===== src/rtl/posit_stream_min_reduce.sv =====
// posit_stream_min_reduce: folds a valid/ready posit stream into its minimum, first index and beat count.
module posit_stream_min_reduce #(
  parameter int WIDTH   = 8,
  parameter int ES      = 1,
  parameter int MAX_LEN = 256,
  parameter int IDX_W   = $clog2(MAX_LEN),
  parameter int CNT_W   = $clog2(MAX_LEN + 1)
) (
  input  logic             clock,
  input  logic             reset,
  input  logic             inValid,
  output logic             inReady,
  input  logic [WIDTH-1:0] inData,
  input  logic             inLast,
  output logic             outValid,
  input  logic             outReady,
  output logic [WIDTH-1:0] outData,
  output logic [IDX_W-1:0] outIndex,
  output logic [CNT_W-1:0] outCount,
  output logic             outOverflow
);
  typedef enum logic [1:0] {IDLE, ACCUM, HOLD} state_t;
  state_t state, stateNext;
  logic accept, first, less, cntSat;
  if (ES >= WIDTH) begin : gBadEs
    $error("ES must be smaller than WIDTH");
  end
  assign inReady  = (state != HOLD) | outReady;
  assign outValid = state == HOLD;
  assign accept   = inValid & inReady;
  assign first    = accept & (state != ACCUM);
  // NaR is 1000..0, the most negative two's-complement value, so a signed compare handles it.
  assign less     = $signed(inData) < $signed(outData);
  assign cntSat   = outCount == CNT_W'(MAX_LEN);
  always_comb begin
    stateNext = state;
    stateNext = accept ? (inLast ? HOLD : ACCUM)
              : (state == HOLD && outReady) ? IDLE : state;
  end
  always_ff @(posedge clock or posedge reset) begin
    if (reset) begin
      state       <= IDLE;
      outData     <= '0;
      outIndex    <= '0;
      outCount    <= '0;
      outOverflow <= 1'b0;
    end else begin
      state <= stateNext;
      if (first) begin
        outData     <= inData;
        outIndex    <= '0;
        outCount    <= CNT_W'(1);
        outOverflow <= 1'b0;
      end else if (accept) begin
        if (less) begin
          outData  <= inData;
          outIndex <= cntSat ? IDX_W'(MAX_LEN - 1) : IDX_W'(outCount);
        end
        if (cntSat) outOverflow <= 1'b1;
        else outCount <= outCount + CNT_W'(1);
      end
    end
  end
endmodule


===== config.mk =====
export PLATFORM = sky130hd
export DESIGN_NAME = posit_stream_min_reduce
export DESIGN_NICKNAME = d
export VERILOG_FILES = /design/src/rtl/posit_stream_min_reduce.sv
export SDC_FILE = /design/constraint.sdc
export NUM_CORES = 1
export LEC_CHECK = 0
export CORE_ASPECT_RATIO = 0.6
export CORE_MARGIN = 2
export CORE_UTILIZATION = 50
export DETAILED_ROUTE_END_ITERATION = 8
export PLACE_DENSITY = 0.82
export RECOVER_POWER = 25
export SKIP_LAST_GASP = 1
export SLEW_MARGIN = 25
export SYNTH_ARGS = -nofsm -noshare
export SYNTH_HDL_FRONTEND = slang
export SYNTH_SLANG_ARGS = --single-unit

===== constraint.sdc =====
create_clock -name clock -period 5 [get_ports clock]
set_input_delay 0.5 -clock clock [delete_from_list [all_inputs] [get_ports clock]]
set_output_delay 0.5 -clock clock [all_outputs]
set_load 0.1 [all_outputs]

Yosys cells after proc, flatten, opt, wreduce, memory -nomap -nowiden
Cells that the tools add are included. Widths: inputs -> output; s select.

$lt $le $gt $ge: 1. Multiplexer cells: 16. Reductions and logical operators: 8. Eq/ne operators: 5. Bitwise gates (word level): 3. $add $sub $neg: 1.

Operators by type and width (count): $mux 8 (7); $mux 9 (3); $add 9x1->9 const B (1); $eq 9x9->1 const B (1); $lt 8x8->1 (1); $reduce_bool 2->1 (4); $mux 2 (3); $reduce_and 2->1 (3); $ne 2x2->1 const B (2); $mux 1 (3); $and 1x1->1 (2); $eq 2x2->1 const B (1); $ne 2x1->1 const B (1); $logic_and 1x1->1 (1); $or 1x1->1 (1).

Bits of input ports: 13. Word-level logic and storage cells: 39. Output and inout bits: 28. Bits in registers: 28.

Depth between registers and ports, before layout
Depth after elaboration: 6. Mapped depth: 8. Mapped depth without buffers: 7.

Least setup slack after synthesis
Ideal clock, no wire load.

Path kind: register to register. From: register outData[5]. To: register outData[3]. Path slack: 1996 ps. Data arrival time: 2878 ps. Stages on the path, launching flop included: 9. Path buffers: 1. Path through: dfrtp_1 > inv_1 > ha_1 > a21o_1 > a2111oi_0 > a211oi_1 > nor3_2 > buf_6 > mux2_4.

Longest elaborated chain between the ends: 3.

RTL lines: start: declaration (RTL line 17) `output logic [WIDTH-1:0] outData,`; start signal: assignment (RTL line 50) `outData <= inData;`; start signal: assignment (RTL line 56) `outData <= inData;`; $lt 8x8->1 (RTL line 33) `assign less = $signed(inData) < $signed(outData);`; $reduce_bool 2->1 (no line); $reduce_and 2->1 (no line).

No other way between the ends. A chain may end at the register's enable or synchronous reset.

Final worst setup path
From: input inData[5]. To: register outIndex[5].

Longest elaborated chain between the ends: 3.

RTL lines: start: declaration (RTL line 13) `input logic [WIDTH-1:0] inData,`; $lt 8x8->1 (RTL line 33); $reduce_bool 2->1 (no line); $reduce_and 2->1 (no line); end signal: assignment (RTL line 57) `outIndex <= cntSat ? IDX_W'(MAX_LEN - 1) : IDX_W'(outCount);`; end: declaration (RTL line 18) `output logic [IDX_W-1:0] outIndex,`.

No other way between the ends.

==> run summary <==
status = finished, final reports clean
TritonCTS buffer count = 3
Total Power = 1.16 mW
# diodes = 0
core area = 0.00289 sq mm
clock sinks = 28
IO Count = 41
Final Instance Area = 0.00203 sq mm
Total Neg Setup Slack = 0 ns
skew final = 0.00535 ns
Syn Area/Cell = 10.8 sq um
synth warn = 0
hold buffers post-CTS = 0
DRT iter0 DRCs = 55
worst-margin pin slew = 1.02 ns
Reg2Reg Setup Slack = 2.32 ns
hpwl dp = 2540 um
final period utilization = 58.8%
Worst-path clk slew = 0.09 ns
count of cell types in the netlist = 35
gr usage total = 22.2%
Via density = 5.36
worst skew pair latency = 0.27 ns
# DRC = 0
RSZ-0062 raised after global routing = no
final wirelength = 3450 um
peak supply drop = 0.331 mV
RR Startpoint = outData[5]$_DFFE_PP0P_
number of nets in the layout = 204
Worst Path Arrival = 3.11 ns
first-pass GRT wire length = 5600 um
clock buffer depth = 2
Area after DPL = 0.00196 sq mm
Most used DFF post-synth = dfrtp_1
clock root buffer = clkbuf_8
share of layout cells above drive strength 1 = 14.4%
I/O Buffers = 40
Crit-path slowest cell = a2111oi_0
grt ovf = 0
vias in the first global route = 1195
Crit. End Element = flop
CP peak stage delay = 0.47 ns
Worst slew margin = 31.8%
Initial DRT Pass Iterations = 4
final setup violation count = 0
row count = 15
r2r endpoint = outIndex[5]$_DFFE_PP0P_
WL/cell = 15.4 um
Static Leak = 0.917 nW
WS Path Type = in2reg
Critical Path RT = 5.17 ns
Max Clock Freq = 340 MHz
Initial Util = 52.9%
Hold Path End = outOverflow$_DFFE_PP0P_
Worst Hold Class = reg2reg
EDFF count, synth = 0
Pins Over Slew Limit = 0
final hold vios = 0
die area = 0.00353 sq mm
post-CTS resize count = 0
setup ws final = 2.06 ns
Mapped Cells = 142
PwrDens = 574 mW/mm^2
DIE WIDTH = 75.4 um
crit path cell chain = clkdlybuf4s50_1 -> ha_1 -> a21o_1 -> a2111oi_0 -> a211oi_1 -> nor3_2 -> buf_4 -> mux2_2
WHS Path Cells = 2
Startpoint Class = input pin
area delta synth->final = 32.8%
post-synthesis instance area = 0.00153 sq mm
Yosys reg bits = 28
syn_nets = 164
largest net degree at the start of global routing = 29
Vias = 1195
initial antenna violation count = 0
filler cell count = 223
pre-CTS setup slack = 1.82 ns
gp weighted congestion = 0.826
MaxCap Viol Count = 0
Async S/R FF share, synth = 100%
DIE HEIGHT = 46.8 um
htree depth = 1
Seq/Total Area, Yosys = 45.9%
min cycle time layout = 2.94 ns
Final ANT Viol Nets = 0
CTS tree = done
CP max FO = 13
worst-case reg-to-reg path depth = 8
Worst Min Path Start = outOverflow$_DFFE_PP0P_
Layout Utilization = 70.2%
post-CTS setup buffers = 0
## synthesized netlist by cell type (all sizes together), types with 2 or more instances
master	number	share of area [%]
ha	9	7.4
nand2b	2	0.82
or3b	2	1.3
mux2	16	14
or3	2	0.82
nor3b	2	0.98
a21oi	4	1.3
clkbuf	4	0.98
xor2	4	2.3
and3	3	1.6
nand4	5	2.0
a2111oi	2	1.1
nor3	2	0.98
nor2	24	5.9
dfrtp	28	46
o21ai	5	1.6
nand2	4	0.98
inv	11	2.7
buf	2	1.1
## registers in the layout (all words and copies together) (netlist names)
signal and flops:
state 2, outCount 9, outData 8, outOverflow 1
outIndex 8
## cells by family after synthesis
family | share of synthesized area [%]
AND/OR/NAND/NOR | 18.3
adder cells (fa/ha/maj) | 7.37
AO/OA/AOI/OAI | 6.55
XOR/XNOR | 2.87
multiplexers | 14.3
buffers and inverters | 4.75
flip-flops | 45.9
## cell type report
class,instances,area (sq um),area share [%]
Tap cell,42,52.6,2.59
Inverter,11,41.3,2.04
Multi-Input combinational cell,97,754,37.2
Sequential cell,28,701,34.5
Timing Repair Buffer,41,408,20.1
Clock buffer,3,41.3,2.04
Clock inverter,1,30.0,1.48
## worst max path at each step
| stage | from | to | slack (ns) | cells past startpoint |
|---|---|---|---|---|
| finish | inData[5] | outIndex[5]$_DFFE_PP0P_ | 2.06 | 8 |
| global route | inData[5] | outIndex[4]$_DFFE_PP0P_ | 1.91 | 8 |
| CTS | inData[5] | outIndex[5]$_DFFE_PP0P_ | 2.06 | 8 |
| detailed placement | inData[5] | outIndex[5]$_DFFE_PP0P_ | 1.82 | 8 |
| global placement | inData[5] | outData[1]$_DFFE_PP0P_ | 1.96 | 8 |
| floorplan | outData[5]$_DFFE_PP0P_ | outData[3]$_DFFE_PP0P_ | 2.00 | 8 |
## critical path: cells and delay by family
kind	cells	cell delay (ns)
AO/OA/AOI/OAI	3	0.76
multiplexers	1	0.37
adder cells (fa/ha/maj)	1	0.32
buffers and inverters	2	0.76
AND/OR/NAND/NOR	1	0.40
## through the flow
| step | instances | hold slack, ns |
|---|---|---|
| 6_report | 223 | 0.514 |
| 2_1_floorplan | 142 | 0.487 |
| 5_1_grt | 223 | 0.541 |
| 3_5_place_dp | 219 | 0.497 |
| 3_3_place_gp | 219 | 0.483 |
| 4_1_cts | 223 | 0.519 |
## placed cells by master, fill, tap and decap left out, types with 3 or more instances in the layout
cell / n
nand4_1: 5
clkbuf_8: 3
clkdlybuf4s50_1: 39
a21oi_1: 4
mux2_4: 10
dfrtp_1: 28
xor2_1: 4
ha_1: 9
nand2_1: 4
nor2_1: 24
inv_1: 11
mux2_2: 6
o21ai_0: 5
## per-layer routing
metal	track usage, %	vias up	wire [um]
met5	0	-	0
met4	7.02	0	74
met3	6.22	10	167
met2	38.1	41	1720
met1	27.9	577	1480
li1	-	567	-
## power by group
| part | leakage [nW] | switching, mW | internal [mW] | total [mW] |
|---|---|---|---|---|
| clock | 0.0357 | 0.0689 | 0.107 | 0.176 |
| combinational | 0.517 | 0.473 | 0.198 | 0.671 |
| sequential | 0.365 | 0.0444 | 0.274 | 0.318 |
| total | 0.917 | 0.586 | 0.579 | 1.16 |
Note: power is estimated with default switching activity, not from simulation.
==> patch, RTL diff (same settings) <==
Set the parameter `WIDTH` to 12 (it was 8).
--- a/src/rtl/posit_stream_min_reduce.sv
+++ b/src/rtl/posit_stream_min_reduce.sv
@@ -1,5 +1,5 @@
 // posit_stream_min_reduce: folds a valid/ready posit stream into its minimum, first index and beat count.
 module posit_stream_min_reduce #(
-  parameter int WIDTH   = 8,
+  parameter int WIDTH   = 12,
   parameter int ES      = 1,
   parameter int MAX_LEN = 256,
Interface: changed (resized inData and outData); port bits go from 41 to 49. The function was not compared with the original's and may differ.
==> patch against the original RTL <==
The run now ends with capacitance limit, slew limit left. Highest routed layer unchanged. First-iteration DRC count is 3.6% lower. Die area is 14% higher. Sequential share of layout area is 1.1 points lower. Worst setup slack better by 150 ps. Design area is 18% higher. Synthesized cell count is 11% higher. Sequential cell count is 4 higher. Utilization is 2.4 points higher. Synthesized area is 15% higher. Final cell count is 15% higher. Routed wire length is 10% higher.
Power is left out: the tool's default activity adds up to more than one toggle a clock period on the data nets, which glitch-free logic cannot reach.
==> patch: results (changes against the original RTL) <==
stage	metric	value	unit	change
finish	flip-flop count of the largest register, all copies and words added	12		+3
sta	count of pins over their slew limit	33		+33
sta	worst-case headroom to the max-slew limit	-11.7	%	-43 points
clock_tree	clock transition at the registers of the reported paths	60	ps	-30 ps
logic_synthesis	average instance area after synthesis	11.2	sq um	+4.1%
critical_path	number of cells on the worst reg-to-reg path	6		-2
global_routing	maximum number of pins on one net before global-route repair	33		+14%
finish	# nets final	240		+18%
drt	vias per cell	5.24		-2.2%
clock_tree	number of buffers created by CTS	5		+2
flow_run	maximum capacitance violations	1		+1
global_routing	overall routing resource usage	20.9	%	-1.3 points
placement	cell total after placement	248		+13%
placement	setup slack at placement	2070	ps	+258 ps
logic_synthesis	most common library cells after synthesis	32 x dfrtp_1, 16 x inv_1, 13 x ha_1, 12 x mux2_4		
min_path	Worst Hold Endpoint	outIndex[4]		
sta	Clock Skews	1.59	ps	-3.76 ps
logic_synthesis	sequential share of the synthesized area	45.6	%	-0.31 points
outcome	violations in the final reports	capacitance limit, slew limit		
global_routing	GRT met3 Usage	4.21	%	-2.0 points
min_path	Hold Crit Start	outIndex[4]		
logic_synthesis	net count after synthesis	187		+14%
critical_path	Worst Path Arrival	2300	ps	-810 ps
clock_tree	clock network latency to the later pin of the worst-skew pair	290	ps	+20 ps
drt	length of routed met2 wiring	1.62	mm	-5.7%
outcome	status	complete, but fails checks		
placement	Cell Area, Placed	2270	sq um	+16%
critical_path	top fanout value on the critical path	4		-9
finish	registers with the highest flip-flop counts	outData x12, outCount x9, outIndex x8		
finish	area of all placed cells without fillers	2400	sq um	+18%
logic_synthesis	Cell variety after synth	33		-5.7%
critical_path	origin of the critical flop-to-flop path	state[0]		
placement	detailed placement HPWL	2.85	mm	+12%
placement	total of buffers placed on input and output ports	48		+20%
drt	Routed Wire Length	3.80	mm	+10%
min_path	cell depth of the worst min-delay path	1		-1
clock_tree	level count of the clock H-tree	2		+1
global_routing	number of global-route vias before repair	1293		+8.2%
critical_path	worst-case register-to-register setup slack	2510	ps	+190 ps
## patch: cells by family after synthesis
group,Yosys count,share of synthesized area (%)
compound gates,26,9.97
xor+xnor,5,2.49
fa+ha+maj,13,9.25
buf+inv,19,4.98
flops,32,45.6
mux,13,10.8
simple gates,49,16.9
## patch: layout make-up
class                           count  share of cell area [%]
Tap cell                           45                    2.35
Inverter                           16                    2.51
Timing Repair Buffer               49                    20.2
Clock buffer                        7                    4.02
Sequential cell                    32                    33.4
Multi-Input combinational cell    106                    36.3
Clock inverter                      1                    1.25
## patch: critical path: stages
cell and delay, ps:
clkdlybuf4s50_1 420, or3b_4 400, clkdlybuf4s50_1 980
## patch: worst max path at each step
stage | from | end | slack (ps)
after detailed placement | outReady | outData[2] | 2070
after global placement | inData[11] | outData[0] | 2150
after floorplan | outData[7] | outData[10] | 2220
after global routing | outReady | inReady | 2150
after CTS | outReady | inReady | 2200
final | outReady | inReady | 2200
